==> config.mk <==
export PLATFORM = sky130hd
export DESIGN_NAME = seq_divider
export DESIGN_NICKNAME = d
export VERILOG_FILES = /design/src/rtl/seq_divider.sv
export SDC_FILE = /design/constraint.sdc
export NUM_CORES = 1
export LEC_CHECK = 0
export BUFFER_PORTS_ARGS = -buffer_cell sky130_fd_sc_hd__buf_2
export CORE_MARGIN = 2
export CORE_UTILIZATION = 30
export CTS_CLUSTER_SIZE = 40
export DETAILED_ROUTE_END_ITERATION = 12
export HOLD_SLACK_MARGIN = 0.08
export PLACE_DENSITY = 0.46
export SLEW_MARGIN = 40
export SYNTH_ARGS = -nofsm -noshare
export SYNTH_HDL_FRONTEND = slang
export SYNTH_SLANG_ARGS = --single-unit
==> constraint.sdc <==
create_clock -name clk -period 4.2 [get_ports clk]
set_clock_uncertainty 0.2 [all_clocks]
set_input_delay 0.84 -clock clk [delete_from_list [all_inputs] [get_ports clk]]
set_output_delay 0.84 -clock clk [all_outputs]
set_load 0.02 [all_outputs]
==> src/rtl/seq_divider.sv <==
// Restoring sequential divider, signed or unsigned, one quotient bit per cycle.
// Latency: done pulses WIDTH+2 cycles after start is accepted; results held until the next done.
// Backpressure: start is only sampled in IDLE, so a start seen while busy is dropped.
module seq_divider #(
    parameter int WIDTH = 8
) (
    input  logic             clk,
    input  logic             rst_n,
    input  logic             start,
    input  logic             signed_mode,
    input  logic [WIDTH-1:0] A,
    input  logic [WIDTH-1:0] B,
    output logic             busy,
    output logic             done,
    output logic [WIDTH-1:0] Quotient,
    output logic [WIDTH-1:0] Remainder,
    output logic             div_by_zero,
    output logic             overflow
);

    localparam int CW = $clog2(WIDTH + 1);
    localparam logic [CW-1:0]    CNT_INIT = CW'(WIDTH);
    localparam logic [CW-1:0]    CNT_LAST = CW'(1);
    localparam logic [WIDTH-1:0] ONE_W    = WIDTH'(1);
    localparam logic [WIDTH-1:0] MOST_NEG = {1'b1, {(WIDTH-1){1'b0}}};

    typedef enum logic [1:0] {
        IDLE,
        RUN,
        FIX
    } state_t;

    state_t state, state_nxt;

    logic [CW-1:0]    cnt;
    logic [WIDTH:0]   rem_r;
    logic [WIDTH:0]   dmag_r;
    logic [WIDTH-1:0] quo_r;
    logic [WIDTH-1:0] a_raw_r;
    logic             a_sgn_r, b_sgn_r, smode_r, zero_r, ovf_r;

    logic             a_neg, b_neg;
    logic [WIDTH-1:0] a_mag, b_mag;
    logic [WIDTH+1:0] shifted, diff;
    logic             q_neg, r_neg;
    logic [WIDTH-1:0] q_fin, r_fin;

    // Magnitudes fit in WIDTH bits as unsigned values, including |most-negative|.
    assign a_neg = signed_mode & A[WIDTH-1];
    assign b_neg = signed_mode & B[WIDTH-1];
    assign a_mag = a_neg ? (~A + ONE_W) : A;
    assign b_mag = b_neg ? (~B + ONE_W) : B;

    assign shifted = {rem_r, quo_r[WIDTH-1]};
    assign diff    = shifted - {1'b0, dmag_r};

    assign q_neg = smode_r & (a_sgn_r ^ b_sgn_r);
    assign r_neg = smode_r & a_sgn_r;
    assign q_fin = q_neg ? (~quo_r + ONE_W) : quo_r;
    assign r_fin = r_neg ? (~rem_r[WIDTH-1:0] + ONE_W) : rem_r[WIDTH-1:0];

    always_ff @(posedge clk or negedge rst_n) begin
        if (!rst_n) begin
            state <= IDLE;
        end else begin
            state <= state_nxt;
        end
    end

    always_comb begin
        state_nxt = state;
        busy      = 1'b0;
        case (state)
            IDLE: begin
                if (start) begin
                    state_nxt = RUN;
                end
            end
            RUN: begin
                busy = 1'b1;
                if (cnt == CNT_LAST) begin
                    state_nxt = FIX;
                end
            end
            FIX: begin
                busy      = 1'b1;
                state_nxt = IDLE;
            end
            default: state_nxt = IDLE;
        endcase
    end

    always_ff @(posedge clk or negedge rst_n) begin
        if (!rst_n) begin
            cnt         <= '0;
            rem_r       <= '0;
            dmag_r      <= '0;
            quo_r       <= '0;
            a_raw_r     <= '0;
            a_sgn_r     <= 1'b0;
            b_sgn_r     <= 1'b0;
            smode_r     <= 1'b0;
            zero_r      <= 1'b0;
            ovf_r       <= 1'b0;
            done        <= 1'b0;
            Quotient    <= '0;
            Remainder   <= '0;
            div_by_zero <= 1'b0;
            overflow    <= 1'b0;
        end else begin
            done <= 1'b0;
            case (state)
                IDLE: begin
                    if (start) begin
                        cnt     <= CNT_INIT;
                        rem_r   <= '0;
                        dmag_r  <= {1'b0, b_mag};
                        quo_r   <= a_mag;
                        a_raw_r <= A;
                        a_sgn_r <= A[WIDTH-1];
                        b_sgn_r <= B[WIDTH-1];
                        smode_r <= signed_mode;
                        zero_r  <= (B == '0);
                        ovf_r   <= signed_mode & (A == MOST_NEG) & (B == '1);
                    end
                end
                RUN: begin
                    // Dividend bits leave the top of quo_r as quotient bits enter the bottom.
                    rem_r <= diff[WIDTH+1] ? shifted[WIDTH:0] : diff[WIDTH:0];
                    quo_r <= {quo_r[WIDTH-2:0], ~diff[WIDTH+1]};
                    cnt   <= cnt - CNT_LAST;
                end
                FIX: begin
                    done        <= 1'b1;
                    div_by_zero <= zero_r;
                    overflow    <= ovf_r & ~zero_r;
                    if (zero_r) begin
                        Quotient  <= '1;
                        Remainder <= a_raw_r;
                    end else begin
                        Quotient  <= q_fin;
                        Remainder <= r_fin;
                    end
                end
                default: ;
            endcase
        end
    end

endmodule

==> results.toml <==
[timing]
slew_headroom = 0.551
setup_violations = 0
rsz0062_at_grt = "false"
fin_hold_ws_ps = 266
period_share = 0.572
setup_tns_ps = 0
layout_min_cycle_time_ps = 2400
tightest_slew_ps = 673
fmax_mhz = 416
drv_slew = 0
hold_viol = 0

[finish]
multi_input_area_mm2 = 0.00196
syn2layout_area_growth_pct = 18.8
antenna_cells = 0
layout_commonest_cell = "dfrtp_1"
nets = 476
layout_common_cells = "dfrtp_1 (62), nand2_1 (49), buf_2 (39), nor2_1 (38), o21ai_1 (35)"
nFillCells = 1222
drive_above_1_share = 0.170
regArea_mm2 = 0.00155

[clock_tree]
cts_max_path_buffers = 2
cts_resized = 0
cts_root_buf = "clkbuf_16"
clock_sinks = 62
holdBufCountCts = 0
clk_latency_ps = 330
post_cts_buffers = 0
cts.clk_slew.worst_paths_ps = 50
h-tree-depth = 3
cts_buffers = 9
cts_tree = "built"

[floorplanning]
die_h_um = 114
ioPinCount = 40
die_w_um = 114
coreArea_mm2 = 0.0120
die_area_mm2 = 0.0131
start_util = 0.305
rows = 40

[logic_synthesis]
yosysSeqAreaShare = 0.425
ys_warn_count = 0
ys_types = 45
syn_avg_cell_area_um2 = 9.17
netlist_area_mm2 = 0.00365
yosys.area.top_type_share = 0.425
yosys.area_share.simple = 0.155
synth_seq_cells = 62
muxShareOfSynthArea = 0.0853
synth_fa_ha_area_frac = 0.0672
synth-edff-count = 0
synth_cells = 398
syn-num-nets = 437
synth-compound-area-share = 0.156
synth_top_cell_by_area = "dfrtp_1"
synth_top_family_by_area = "compound AO/OA/AOI/OAI gates"
synth-xor-area-share = 0.0699
async_flop_share = 1.00
synth_area_leaders = "dfrtp_1 (42%), ha_1 (6.2%), nand2_1 (5.1%)"
yosys_most_used_dff = "dfrtp_1"

[critical_path]
arrival_ps = 2410
cp_num_buf_inv = 2
cp_slowest_cell = "fa_1"
max_stage_delay_ps = 410
rr_startpoint = "quo_r[7]"
cp_data_required_time_ps = 4210
crit_path_frequent_cell = "inv_1"
setup.worst_path.start = "quo_r[7]"
endpoint_kind = "register"
crit_family = "compound AO/OA/AOI/OAI gates"
worstPathCellList = "inv_1 > ha_1 > inv_1 > fa_1 > a211oi_1 > nor2_1 > a21oi_1 > nand2_1 > a32oi_1 > nand3_1"
worstSetupPathType = "register to register"
critical_path.max_fanout = 4
startpoint_type = "register"

[flow_run]
max_cap_violations = 0

[detailed_routing]
antenna_violating_nets_post_route = 0
dr_total_vias = 2873
drcViolationCount = 0
drtIter0Drc = 160
avgViaCountPerCell = 4.89
drt-pass1-iter-count = 4
wl_per_cell_um = 14.8
postRouteWirelength_um = 8700

[power]
power.leakage_uw = 0.00194
peakVddDrop_mv = 0.320
p_per_area_mw_per_mm2 = 896

[global_route]
grt_pass1_vias = 2718
overflow = 0
grt_pass1_wl_um = 14300
grt_max_degree = 33
track_usage = 0.142
antenna_found_initial = 0

[placed_design]
io_buffer_count = 39
hpwl_um = 6550
gp_congestion = 0.783

[hold_path]
min_path_type = "primary input to async pin"

[outcome]
status = "completed"
metal layers:
layer,wire length (um),track usage,share of wire,vias to the layer above
met2,3730,0.207,0.43,60
met5,0,0,0,-
met1,4450,0.205,0.51,1355
li1,-,-,-,1448
met4,106,0.0439,0.012,0
met3,412,0.0392,0.047,10
state kept, by name (all words and copies together) (netlist names):
| register | cells |
|---|---|
| a_raw_r | 8 |
| cnt | 4 |
| rem_r | 9 |
| state | 2 |
| ovf_r | 1 |
| Remainder | 8 |
| zero_r | 1 |
| Quotient | 8 |
| overflow | 1 |
| b_sgn_r | 1 |
| quo_r | 8 |
| dmag_r | 8 |
| div_by_zero | 1 |
| done | 1 |
| smode_r | 1 |
cell usage after synthesis, drive strengths merged, types with 2 or more instances:
library cell and instances:
ha 18, nand3 11, buf 5, nor2b 5, o21ai 42, inv 23
xor2 9, and2 2, or3 4, dfrtp 62, xnor2 18, nand2b 4
o41ai 4, nand4 2, clkbuf 9, mux2 17, a211oi 5, nor2 38
a22o 2, a31oi 2, nor3 6, o21bai 2, a21oi 32, mux2i 12
o31ai 3, nand2 50
final timing paths:
path | end | slack [ps] | depth (start not counted)
min in group clk | dmag_r[2] | 280 | 2
max in group asynchronous | rem_r[8] | 2820 | 2
min reg2reg | dmag_r[2] | 280 | 2
min | Quotient[5] | 270 | 1
max reg2reg | rem_r[8] | 1800 | 10
max | rem_r[8] | 1800 | 10
logic make-up after synthesis:
family | after synthesis
xor+xnor | 27
simple gates | 127
flops | 62
buf+inv | 37
compound gates | 97
mux | 29
fa+ha+maj | 19
where the power goes:
| part | total (uW) | internal, uW | switching, uW |
|---|---|---|---|
| registers | 1090 | 859 | 235 |
| logic | 1940 | 821 | 1120 |
| clock network | 852 | 591 | 261 |
| total | 3890 | 2270 | 1620 |
area by class of cell:
class | count | share of cell area
Timing Repair Buffer | 42 | 0.0502
Tap cell | 147 | 0.0424
Clock inverter | 4 | 0.0219
Inverter | 23 | 0.0199
Multi-Input combinational cell | 299 | 0.452
Clock buffer | 11 | 0.0560
Sequential cell | 62 | 0.358
through the flow:
stage | setup slack, ps | utilization | instance area, um^2 | total power, uW | cells
after floorplan | 1980 | - | 3650 | 2580 | 398
after global placement | 1670 | 0.334 | 3990 | 3030 | 573
after detailed placement | 1630 | 0.334 | 4000 | 3060 | 573
after CTS | 1790 | 0.362 | 4340 | 3920 | 588
after global routing | 1620 | 0.363 | 4340 | 4210 | 588
final | 1800 | 0.363 | 4340 | 3890 | 588
worst register-to-register path, cell delays in order (launching register included):
cell	delay [ps]
dfrtp_1	360
inv_1	130
ha_1	180
inv_1	50
fa_1	410
a211oi_1	300
nor2_1	110
a21oi_1	190
nand2_1	70
a32oi_1	190
nand3_1	90
Power figures use the tool's default switching activity.
